$ cat src/rtl/dcache_bypass_arbiter_if.sv
// Bus bundle between the three data-cache request ports, the bypass arbiter
// and the single-outstanding uncached memory port.
interface dcache_bypass_arbiter_if #(
    parameter int unsigned INDEX_WIDTH = 12,
    parameter int unsigned TAG_WIDTH   = 44
);
    logic                              flush_i;
    logic                              flush_ack_o;
    logic                              busy_o;

    logic [2:0]                        req_i;
    logic [2:0][INDEX_WIDTH-1:0]       index_i;
    logic [2:0][TAG_WIDTH-1:0]         tag_i;
    logic [2:0]                        kill_i;
    logic [2:0][1:0]                   size_i;
    logic [63:0]                       st_wdata_i;
    logic [7:0]                        st_be_i;
    logic [2:0]                        gnt_o;
    logic [2:0]                        rvalid_o;
    logic [63:0]                       rdata_o;

    logic                              mem_req_o;
    logic                              mem_gnt_i;
    logic                              mem_we_o;
    logic [63:0]                       mem_addr_o;
    logic [1:0]                        mem_size_o;
    logic [63:0]                       mem_wdata_o;
    logic [7:0]                        mem_be_o;
    logic                              mem_rvalid_i;
    logic [63:0]                       mem_rdata_i;

    // Arbiter view.
    modport slave (
        input  flush_i, req_i, index_i, tag_i, kill_i, size_i, st_wdata_i, st_be_i,
               mem_gnt_i, mem_rvalid_i, mem_rdata_i,
        output flush_ack_o, busy_o, gnt_o, rvalid_o, rdata_o,
               mem_req_o, mem_we_o, mem_addr_o, mem_size_o, mem_wdata_o, mem_be_o
    );

    // Environment view: cache request ports plus the memory adapter.
    modport master (
        output flush_i, req_i, index_i, tag_i, kill_i, size_i, st_wdata_i, st_be_i,
               mem_gnt_i, mem_rvalid_i, mem_rdata_i,
        input  flush_ack_o, busy_o, gnt_o, rvalid_o, rdata_o,
               mem_req_o, mem_we_o, mem_addr_o, mem_size_o, mem_wdata_o, mem_be_o
    );
endinterface

$ cat src/rtl/dcache_bypass_arbiter.sv
// Arbitrates PTW, LOAD and STORE onto one single-outstanding bypass memory port,
// sequencing grant, tag sample, issue and response, plus kill and flush drain.
module dcache_bypass_arbiter #(
    parameter int unsigned INDEX_WIDTH  = 12,
    parameter int unsigned TAG_WIDTH    = 44,
    parameter int unsigned STARVE_LIMIT = 15
) (
    input  logic                   clk_i,
    input  logic                   rst_ni,
    dcache_bypass_arbiter_if.slave bus
);
    localparam int unsigned PAD_WIDTH  = 64 - TAG_WIDTH - INDEX_WIDTH;
    localparam logic [7:0]  STARVE_MAX = 8'(STARVE_LIMIT);
    localparam logic [1:0]  PORT_PTW   = 2'd0;
    localparam logic [1:0]  PORT_LOAD  = 2'd1;
    localparam logic [1:0]  PORT_STORE = 2'd2;

    typedef enum logic [1:0] {
        IDLE,
        SAMPLE_TAG,
        ISSUE,
        WAIT_RESP
    } state_e;

    state_e                 state_q, state_d;
    logic [1:0]             owner_q, owner_d;
    logic [INDEX_WIDTH-1:0] index_q, index_d;
    logic [TAG_WIDTH-1:0]   tag_q, tag_d;
    logic [1:0]             size_q, size_d;
    logic [63:0]            wdata_q, wdata_d;
    logic [7:0]             be_q, be_d;
    logic                   we_q, we_d;
    logic [7:0]             starve_q, starve_d;
    logic                   ack_done_q, ack_done_d;

    logic [2:0]             gnt;
    logic                   flush_ack;
    logic [2:0]             rvalid;
    logic [63:0]            rdata;
    logic                   mem_req;

    // NOTE: every signal written here gets a default first, so no path through
    // the case statement can leave one unassigned and infer a latch.
    always_comb begin
        state_d    = state_q;
        owner_d    = owner_q;
        index_d    = index_q;
        tag_d      = tag_q;
        size_d     = size_q;
        wdata_d    = wdata_q;
        be_d       = be_q;
        we_d       = we_q;
        starve_d   = starve_q;
        ack_done_d = ack_done_q && bus.flush_i;
        gnt        = '0;
        flush_ack  = 1'b0;
        rvalid     = '0;
        rdata      = '0;
        mem_req    = 1'b0;

        unique case (state_q)
            IDLE: begin
                if (bus.flush_i) begin
                    if (!ack_done_q) begin
                        flush_ack  = 1'b1;
                        ack_done_d = 1'b1;
                    end
                end else if (bus.req_i[2] && starve_q == STARVE_MAX) begin
                    gnt = 3'b100;
                end else if (bus.req_i[0]) begin
                    gnt = 3'b001;
                end else if (bus.req_i[1]) begin
                    gnt = 3'b010;
                end else if (bus.req_i[2]) begin
                    gnt = 3'b100;
                end

                if (gnt[2]) begin
                    owner_d = PORT_STORE;
                    index_d = bus.index_i[2];
                    tag_d   = bus.tag_i[2];
                    size_d  = bus.size_i[2];
                    wdata_d = bus.st_wdata_i;
                    be_d    = bus.st_be_i;
                    we_d    = 1'b1;
                    state_d = ISSUE;
                end else if (gnt[1:0] != 2'b00) begin
                    owner_d = gnt[0] ? PORT_PTW : PORT_LOAD;
                    index_d = bus.index_i[gnt[0] ? 0 : 1];
                    size_d  = bus.size_i[gnt[0] ? 0 : 1];
                    wdata_d = '0;
                    be_d    = '0;
                    we_d    = 1'b0;
                    state_d = SAMPLE_TAG;
                end

                // A pending store only ages while it actually loses to another port.
                if (!bus.req_i[2] || gnt[2]) begin
                    starve_d = '0;
                end else if (gnt[1:0] != 2'b00 && starve_q < STARVE_MAX) begin
                    starve_d = starve_q + 8'd1;
                end
            end

            SAMPLE_TAG: begin
                tag_d = bus.tag_i[owner_q];
                if (bus.kill_i[owner_q]) begin
                    rvalid[owner_q] = 1'b1;
                    state_d         = IDLE;
                end else begin
                    state_d = ISSUE;
                end
            end

            ISSUE: begin
                mem_req = 1'b1;
                if (bus.mem_gnt_i) begin
                    state_d = WAIT_RESP;
                end
            end

            WAIT_RESP: begin
                if (bus.mem_rvalid_i) begin
                    rvalid[owner_q] = 1'b1;
                    rdata           = we_q ? 64'd0 : bus.mem_rdata_i;
                    state_d         = IDLE;
                end
            end

            default: state_d = IDLE;
        endcase
    end

    // NOTE: sequential state uses non-blocking assignments so every flop
    // samples the pre-edge values regardless of statement order.
    always_ff @(posedge clk_i or negedge rst_ni) begin
        if (!rst_ni) begin
            state_q    <= IDLE;
            owner_q    <= '0;
            index_q    <= '0;
            tag_q      <= '0;
            size_q     <= '0;
            wdata_q    <= '0;
            be_q       <= '0;
            we_q       <= 1'b0;
            starve_q   <= '0;
            ack_done_q <= 1'b0;
        end else begin
            state_q    <= state_d;
            owner_q    <= owner_d;
            index_q    <= index_d;
            tag_q      <= tag_d;
            size_q     <= size_d;
            wdata_q    <= wdata_d;
            be_q       <= be_d;
            we_q       <= we_d;
            starve_q   <= starve_d;
            ack_done_q <= ack_done_d;
        end
    end

    // Idle outputs follow the request inputs combinationally; keep them quiet
    // while reset is held so every output reads 0 during reset.
    assign bus.gnt_o       = rst_ni ? gnt : 3'b000;
    assign bus.flush_ack_o = rst_ni && flush_ack;
    assign bus.busy_o      = (state_q != IDLE);
    assign bus.rvalid_o    = rvalid;
    assign bus.rdata_o     = rdata;

    assign bus.mem_req_o   = mem_req;
    assign bus.mem_we_o    = we_q;
    assign bus.mem_addr_o  = {{PAD_WIDTH{1'b0}}, tag_q, index_q};
    assign bus.mem_size_o  = size_q;
    assign bus.mem_wdata_o = wdata_q;
    assign bus.mem_be_o    = be_q;

    // Handshake invariants the surrounding cache relies on.
    a_gnt_onehot: assert property (@(posedge clk_i) disable iff (!rst_ni)
        $onehot0(bus.gnt_o));
    a_rvalid_onehot: assert property (@(posedge clk_i) disable iff (!rst_ni)
        $onehot0(bus.rvalid_o));
    a_no_gnt_with_ack: assert property (@(posedge clk_i) disable iff (!rst_ni)
        !(bus.flush_ack_o && bus.gnt_o != 3'b000));
    a_req_stable: assert property (@(posedge clk_i) disable iff (!rst_ni)
        bus.mem_req_o && !bus.mem_gnt_i |=> bus.mem_req_o
            && $stable(bus.mem_addr_o) && $stable(bus.mem_we_o)
            && $stable(bus.mem_wdata_o) && $stable(bus.mem_be_o)
            && $stable(bus.mem_size_o));
endmodule

$ cat src/flat_wrapper.sv
// flat-port wrapper written by rule: the top's interface ports become plain ports
module dcache_bypass_arbiter_flat 
#(
    parameter int unsigned INDEX_WIDTH  = 12,
    parameter int unsigned TAG_WIDTH    = 44,
    parameter int unsigned STARVE_LIMIT = 15
)
  (clk_i, rst_ni, bus_flush_i, bus_req_i, bus_index_i, bus_tag_i, bus_kill_i, bus_size_i, bus_st_wdata_i, bus_st_be_i, bus_mem_gnt_i, bus_mem_rvalid_i, bus_mem_rdata_i, bus_flush_ack_o, bus_busy_o, bus_gnt_o, bus_rvalid_o, bus_rdata_o, bus_mem_req_o, bus_mem_we_o, bus_mem_addr_o, bus_mem_size_o, bus_mem_wdata_o, bus_mem_be_o);
  dcache_bypass_arbiter_if #(.INDEX_WIDTH(INDEX_WIDTH), .TAG_WIDTH(TAG_WIDTH)) bus_i ();
  input  logic clk_i;
  input  logic rst_ni;
  input wire logic [$bits(bus_i.flush_i)-1:0] bus_flush_i;
  input wire logic [$bits(bus_i.req_i)-1:0] bus_req_i;
  input wire logic [$bits(bus_i.index_i)-1:0] bus_index_i;
  input wire logic [$bits(bus_i.tag_i)-1:0] bus_tag_i;
  input wire logic [$bits(bus_i.kill_i)-1:0] bus_kill_i;
  input wire logic [$bits(bus_i.size_i)-1:0] bus_size_i;
  input wire logic [$bits(bus_i.st_wdata_i)-1:0] bus_st_wdata_i;
  input wire logic [$bits(bus_i.st_be_i)-1:0] bus_st_be_i;
  input wire logic [$bits(bus_i.mem_gnt_i)-1:0] bus_mem_gnt_i;
  input wire logic [$bits(bus_i.mem_rvalid_i)-1:0] bus_mem_rvalid_i;
  input wire logic [$bits(bus_i.mem_rdata_i)-1:0] bus_mem_rdata_i;
  output wire logic [$bits(bus_i.flush_ack_o)-1:0] bus_flush_ack_o;
  output wire logic [$bits(bus_i.busy_o)-1:0] bus_busy_o;
  output wire logic [$bits(bus_i.gnt_o)-1:0] bus_gnt_o;
  output wire logic [$bits(bus_i.rvalid_o)-1:0] bus_rvalid_o;
  output wire logic [$bits(bus_i.rdata_o)-1:0] bus_rdata_o;
  output wire logic [$bits(bus_i.mem_req_o)-1:0] bus_mem_req_o;
  output wire logic [$bits(bus_i.mem_we_o)-1:0] bus_mem_we_o;
  output wire logic [$bits(bus_i.mem_addr_o)-1:0] bus_mem_addr_o;
  output wire logic [$bits(bus_i.mem_size_o)-1:0] bus_mem_size_o;
  output wire logic [$bits(bus_i.mem_wdata_o)-1:0] bus_mem_wdata_o;
  output wire logic [$bits(bus_i.mem_be_o)-1:0] bus_mem_be_o;
  assign bus_i.flush_i = bus_flush_i;
  assign bus_i.req_i = bus_req_i;
  assign bus_i.index_i = bus_index_i;
  assign bus_i.tag_i = bus_tag_i;
  assign bus_i.kill_i = bus_kill_i;
  assign bus_i.size_i = bus_size_i;
  assign bus_i.st_wdata_i = bus_st_wdata_i;
  assign bus_i.st_be_i = bus_st_be_i;
  assign bus_i.mem_gnt_i = bus_mem_gnt_i;
  assign bus_i.mem_rvalid_i = bus_mem_rvalid_i;
  assign bus_i.mem_rdata_i = bus_mem_rdata_i;
  assign bus_flush_ack_o = bus_i.flush_ack_o;
  assign bus_busy_o = bus_i.busy_o;
  assign bus_gnt_o = bus_i.gnt_o;
  assign bus_rvalid_o = bus_i.rvalid_o;
  assign bus_rdata_o = bus_i.rdata_o;
  assign bus_mem_req_o = bus_i.mem_req_o;
  assign bus_mem_we_o = bus_i.mem_we_o;
  assign bus_mem_addr_o = bus_i.mem_addr_o;
  assign bus_mem_size_o = bus_i.mem_size_o;
  assign bus_mem_wdata_o = bus_i.mem_wdata_o;
  assign bus_mem_be_o = bus_i.mem_be_o;
  dcache_bypass_arbiter #(.INDEX_WIDTH(INDEX_WIDTH), .TAG_WIDTH(TAG_WIDTH), .STARVE_LIMIT(STARVE_LIMIT)) u_core (.clk_i(clk_i), .rst_ni(rst_ni), .bus(bus_i));
endmodule
$ cat config.mk
export PLATFORM = sky130hd
export DESIGN_NAME = dcache_bypass_arbiter_flat
export DESIGN_NICKNAME = d
export VERILOG_FILES = /design/src/rtl/dcache_bypass_arbiter_if.sv /design/src/rtl/dcache_bypass_arbiter.sv /design/src/flat_wrapper.sv
export SDC_FILE = /design/constraint.sdc
export NUM_CORES = 1
export LEC_CHECK = 0
export CAP_MARGIN = 0
export CORE_AREA = 2 2 209 211
export CTS_CLUSTER_DIAMETER = 80
export DETAILED_ROUTE_END_ITERATION = 8
export DIE_AREA = 0 0 211 213
export PLACE_DENSITY = 0.53
export SYNTH_ARGS = -nofsm -noshare
export SYNTH_HDL_FRONTEND = slang
export SYNTH_SLANG_ARGS = --single-unit
$ cat constraint.sdc
create_clock -name clk_i -period 1.85 [get_ports clk_i]
set_input_delay 0.37 -clock clk_i [delete_from_list [all_inputs] [get_ports clk_i]]
set_output_delay 0.37 -clock clk_i [all_outputs]
set_load 0.05 [all_outputs]
## After elaboration in Yosys (flattened, before gate mapping)

Cells that the tools add are included.

| storage, ports and cells | value |
|---|---|
| output and inout bits | 212 |
| register bits | 144 |
| word-level logic and storage cells | 97 |
| input bits | 321 |

| cells by class | value |
|---|---|
| add/subtract/negate cells | 1 |
| reduce and logical (&&, ||, !) cells | 17 |
| mux-type cells | 57 |
| magnitude comparators | 4 |
| eq/ne operators | 8 |

Operators with widths:

| cell | number |
|---|---|
| $mux W64 | 5 |
| $bmux W44 S2 | 1 |
| $mux W44 | 2 |
| $pmux W44 S2 | 1 |
| $mux W12 | 4 |
| $lt A32 B4 Y1 const B | 1 |
| $mux W8 | 4 |
| $mux W3 | 10 |
| $bmux W12 S2 | 1 |
| $mux W2 | 11 |
| $mux W1 | 13 |
| $reduce_bool A2 Y1 | 5 |
| $add A8 B1 Y8 const B | 1 |
| $eq A8 B4 Y1 const B | 1 |
| $lt A8 B4 Y1 const B | 1 |
| $pmux W2 S4 | 1 |
| $pmux W3 S2 | 1 |
| $reduce_and A2 Y1 | 3 |
| $logic_and A1 B1 Y1 | 5 |
| $bmux W2 S2 | 1 |
| $eq A2 B2 Y1 const B | 2 |
| $ne A2 B2 Y1 const B | 2 |
| $lt A2 B3 Y1 const B | 1 |
| $ne A3 B1 Y1 const B | 1 |
| 9 further kinds | 9 |

## Depth between registers and ports, before layout

| depth | value |
|---|---|
| depth after elaboration | 12 |
| gate-level depth with buffers | 7 |
| mapped depth without buffers | 5 |

## Worst setup path after synthesis

No wires, ideal clock.

| timing | value |
|---|---|
| path kind | reg-to-output |
| from | register u_core.state_q[1] |
| to | output port bus_gnt_o[1] |
| arrival time | 2.586 ns |
| buffers on the path | 1 |
| setup slack | -1.106 ns |
| cell stages (with the launch flop) | 5 |
| path through | dfrtp_1 -> clkbuf_1 -> nor2_1 -> nand2_1 -> nor4b_1 |

| between the ends | value |
|---|---|
| word-level cells in the longest chain between the ends | 3 |

Ends and longest elaborated chain:

| item | line | source |
|---|---|---|
| from (decl) | dcache_bypass_arbiter.sv:25 | `state_e state_q, state_d;` |
| from (signal assigned) | dcache_bypass_arbiter.sv:149 | `state_q <= state_d;` |
| $logic_not A2 Y1 | dcache_bypass_arbiter.sv:61 | `unique case (state_q)` |
| $mux W3 | dcache_bypass_arbiter.sv:61 |  |
| $mux W3 | dcache_bypass_arbiter.sv:164 | `assign bus.gnt_o = rst_ni ? gnt : 3'b000;` |
| to (decl) | flat_wrapper.sv:25 | `output wire logic [$bits(bus_i.gnt_o)-1:0] bus_gnt_o;` |

No other way between the ends.

==> implementation parameters <==
Parameter                              Value

Routing
  Via-per-instance ratio    ~4.4
  Number of DRC violations after detailed-routing iteration 0    417
  Total DRC errors in the routed layout    0
  Antenna-violating nets left    0
  Router iterations before antenna repair    4
  Avg WL per Cell    22.0 um
  Via count    ~8700
  Total Routed Length    43.0 mm

Clocking
  Clock root cell    sky130_fd_sc_hd__clkbuf_16
  Number of buffers added by the clock tree synthesis step    17
  Clock sink count    143
  Worst-skew pair later-pin latency    0.44 ns
  Total number of H-tree levels    4
  Clock tree from TritonCTS    done
  Maximum number of buffers from clock root to sink    2
  Post-CTS clock slew at the launch and capture registers of the worst setup and hold paths    approximately 0.070 ns

Global routing
  Global-route wire length before repair    roughly 60 mm
  Overall global routing resource usage    17.8%
  Vias in the first global route    just under 9000
  Largest net degree at the start of global routing    85
  Antenna violations before repair    7
  Total gr overflow    0

Setup path
  Sequence of cells on the critical path    and4b_2 > buf_6 > buf_12 > and2_4 > buf_12
  Req. time, crit path    approximately 1.5 ns
  Critical path type    reg2out
  Largest fanout of any net on the critical path    8
  Slowest cell on crit path    sky130_fd_sc_hd__dfrtp_2
  Setup crit start kind    flop
  Most used cell along the critical path    sky130_fd_sc_hd__buf_12
  Endpoint kind of the worst setup timing path    output pin
  Peak per-stage delay on the critical path    0.47 ns
  CP Data Arrival Time    about 1.9 ns
  FF-to-FF path depth    7

Timing
  Clk_skew    about 0.011 ns
  Total of endpoints with negative setup slack in the final report    between 200 and 250
  Final hold vios    0
  Number of pins exceeding their max-slew limit in the final report    0
  Fin crit share    124%
  Slew @ Worst Pin    between 0.5 and 0.6 ns
  Maximum clock frequency    0.437 GHz
  Aggregate negative setup slack    -59.45 ns
  Final WS setup    -0.436 ns
  Setup repair after global routing missed its margin    true
  Max_slew headroom    65.6%
  Final critical path time including I/O delays and setup    2.29 ns

Finish
  Layout overhead on the synthesized area    127%
  # nets final    about 1700
  Ratio of cells with drive above 1 in the final layout    a little under two fifths
  Layout filler cell count    about 4100

Place
  Pre-CTS setup slack    -0.480 ns
  Final RePlAce weighted congestion    a little under 0.9
  Buffers added on ports    between 500 and 600
  Estimated wirelength of the detail-placed design    around 30 mm

Synthesis
  Post-synth top flop    sky130_fd_sc_hd__dfrtp_1
  Cell area after synthesis    around 7400 um^2
  Number of library cell types mapped by synthesis    44
  Fraction of post-synthesis cell area in the top cell type by area    a little under 50%
  Number of instances in the synthesized netlist    around 770
  Syn_area_per_cell    between 9 and 10 um^2
  Leading area contributor after synthesis    sky130_fd_sc_hd__dfrtp_1
  Largest cells by area after synthesis    sky130_fd_sc_hd__dfrtp_1 (48%), sky130_fd_sc_hd__o211ai_1 (7.5%), sky130_fd_sc_hd__mux2i_1 (6.1%), sky130_fd_sc_hd__a221o_1 (5.9%), sky130_fd_sc_hd__and2_1 (5.8%)
  Number of synthesized register bits    143
  Number of flops mapped to enable cells by yosys    0
  FFs w/ async S/R, synth    between 90% and 100%
  Sequential share of the synthesized area    between 40% and 50%
  Yosys warnings    0

Flow run
  Number of violations of the max-capacitance limit    0

Hold path
  Worst min path class    in2async

Pwr
  Cell area power density    roughly 1400 nW/um^2
  Worst ir drop on vdd    0.642 mV
  Total leakage power    ~7.5 nW

Die
  Core Box Area    about 43000 um^2
  Site Rows    76
  Number of top-level pins    about 530
  Die Wd    ~210 um
  Die extent in y    roughly 210 um
  Effective utilization at floorplan    between 10% and 20%
  Total Die Area    44900 um^2

Outcome
  Outcome    finished, violations left
  Violations in the final reports    negative setup slack
-- cell type report --
cell class	instances	area [um^2]	area share, %
Tap cell	546	683	4.06
Sequential cell	143	3580	21.3
Multi-Input combinational cell	481	3800	22.6
Antenna cell	5	12.5	0.0744
Clock buffer	23	478	2.84
Timing Repair Buffer	675	7820	46.5
Inverter	77	292	1.73
Clock inverter	9	155	0.922
-- registers in the layout (all words and copies together), names as in the netlist --
register	cells
u_core.ack_done_q	1
u_core.owner_q	2
u_core.bus.mem_be_o	8
u_core.bus.mem_size_o	2
u_core.bus.mem_wdata_o	64
u_core.state_q	2
u_core.tag_q	44
u_core.index_q	12
u_core.starve_q	8
-- synthesized netlist by cell type, types with 2 or more instances --
cell / instances
sky130_fd_sc_hd__dfrtp_1: 143
sky130_fd_sc_hd__inv_1: 77
sky130_fd_sc_hd__o211ai_1: 74
sky130_fd_sc_hd__and2_1: 69
sky130_fd_sc_hd__o21ai_0: 50
sky130_fd_sc_hd__nor2_1: 48
sky130_fd_sc_hd__mux2i_1: 45
sky130_fd_sc_hd__o21ai_1: 45
sky130_fd_sc_hd__a221o_1: 44
sky130_fd_sc_hd__clkbuf_1: 41
sky130_fd_sc_hd__nand2_1: 26
sky130_fd_sc_hd__nor3_1: 17
sky130_fd_sc_hd__buf_2: 16
sky130_fd_sc_hd__o221ai_1: 14
sky130_fd_sc_hd__buf_1: 9
sky130_fd_sc_hd__buf_4: 8
sky130_fd_sc_hd__nor2b_1: 6
sky130_fd_sc_hd__buf_6: 5
sky130_fd_sc_hd__nand2b_1: 4
sky130_fd_sc_hd__nand3_1: 3
sky130_fd_sc_hd__a21oi_1: 2
sky130_fd_sc_hd__nor3b_1: 2
sky130_fd_sc_hd__o31a_1: 2
sky130_fd_sc_hd__or2_2: 2
sky130_fd_sc_hd__or4_1: 2
-- where the power goes --
part	total, mW	internal (mW)	switching, mW
registers	5.15	4.32	0.828
logic	15.1	6.27	8.79
clock network	3.84	2.37	1.47
-- layer usage --
metal  up-vias  global-route usage [%]  routed length [um]
li1       3997                       -                   -
met1      4241                    20.2               16500
met2       365                    32.4               22900
met3        57                    4.28                2460
met4         0                    6.48                1200
met5         -                       0                   0
-- path summary, 6_finish.rpt --
check	from	endpoint	slack, ns
worst max-delay path	u_core.owner_q[1]	bus_rdata_o[48]	-0.44
worst max register to register	u_core.starve_q[6]	u_core.tag_q[32]	-0.34
worst min-delay path	rst_ni	u_core.bus.mem_size_o[0]	0.05
max in group asynchronous	rst_ni	u_core.bus.mem_wdata_o[40]	0.45
worst min register to register	u_core.index_q[3]	u_core.index_q[3]	0.49
min in group clk_i	bus_st_wdata_i[15]	u_core.bus.mem_wdata_o[15]	0.46
-- per-stage QoR --
step / cells / total power, mW / utilization (%) / instance area, um^2 / hold WS, ns
3_5_place_dp: 1853 / 18.7 / 33.9 / 14500 / 0.468
2_1_floorplan: 780 / 13.1 / - / 7770 / 0.0744
5_1_grt: 1956 / 25.1 / 39.4 / 16800 / 0.0640
3_3_place_gp: 1853 / 18.6 / 33.9 / 14500 / 0.472
6_report: 1959 / 24.1 / 39.4 / 16800 / 0.0487
4_1_cts: 1939 / 23.6 / 38.4 / 16400 / 0.0595
-- placed cells by master, fill, tap and decap left out, drive strengths merged, types with 6 or more instances in the layout --
master         instances
dfrtp                143
nor3                  17
buf                  346
inv                   78
mux2i                 45
conb                   8
o211ai                75
clkbuf                32
nor2b                  6
o221ai                15
clkdlybuf4s50        319
nor2                  48
a221o                 44
o21ai                 95
and2                  69
nand2                 26
-- critical path: cells and delay by family (launching register included) --
family	cells	cell delay, ns
AND/OR/NAND/NOR	2	0.57
flip-flops	1	0.47
buffers and inverters	3	0.42
-- cell families after synthesis --
family	Yosys count	share of synthesized area (%)
compound gates	240	23.1
flops	143	48.3
mux	45	6.08
buf+inv	156	9.08
other cells	1	0.0506
simple gates	187	13.2
fa+ha+maj	1	0.169
-- repair_timing --
item                                    CTS  global route
resized for setup                       153            63
pin swaps                                52            46
gates cloned                             21            11
setup buffers                            35            14
hold buffers                              1             0
endpoints found under the setup margin  211           211
hold endpoints to repair                 20             0
Power figures use the tool's default switching activity.
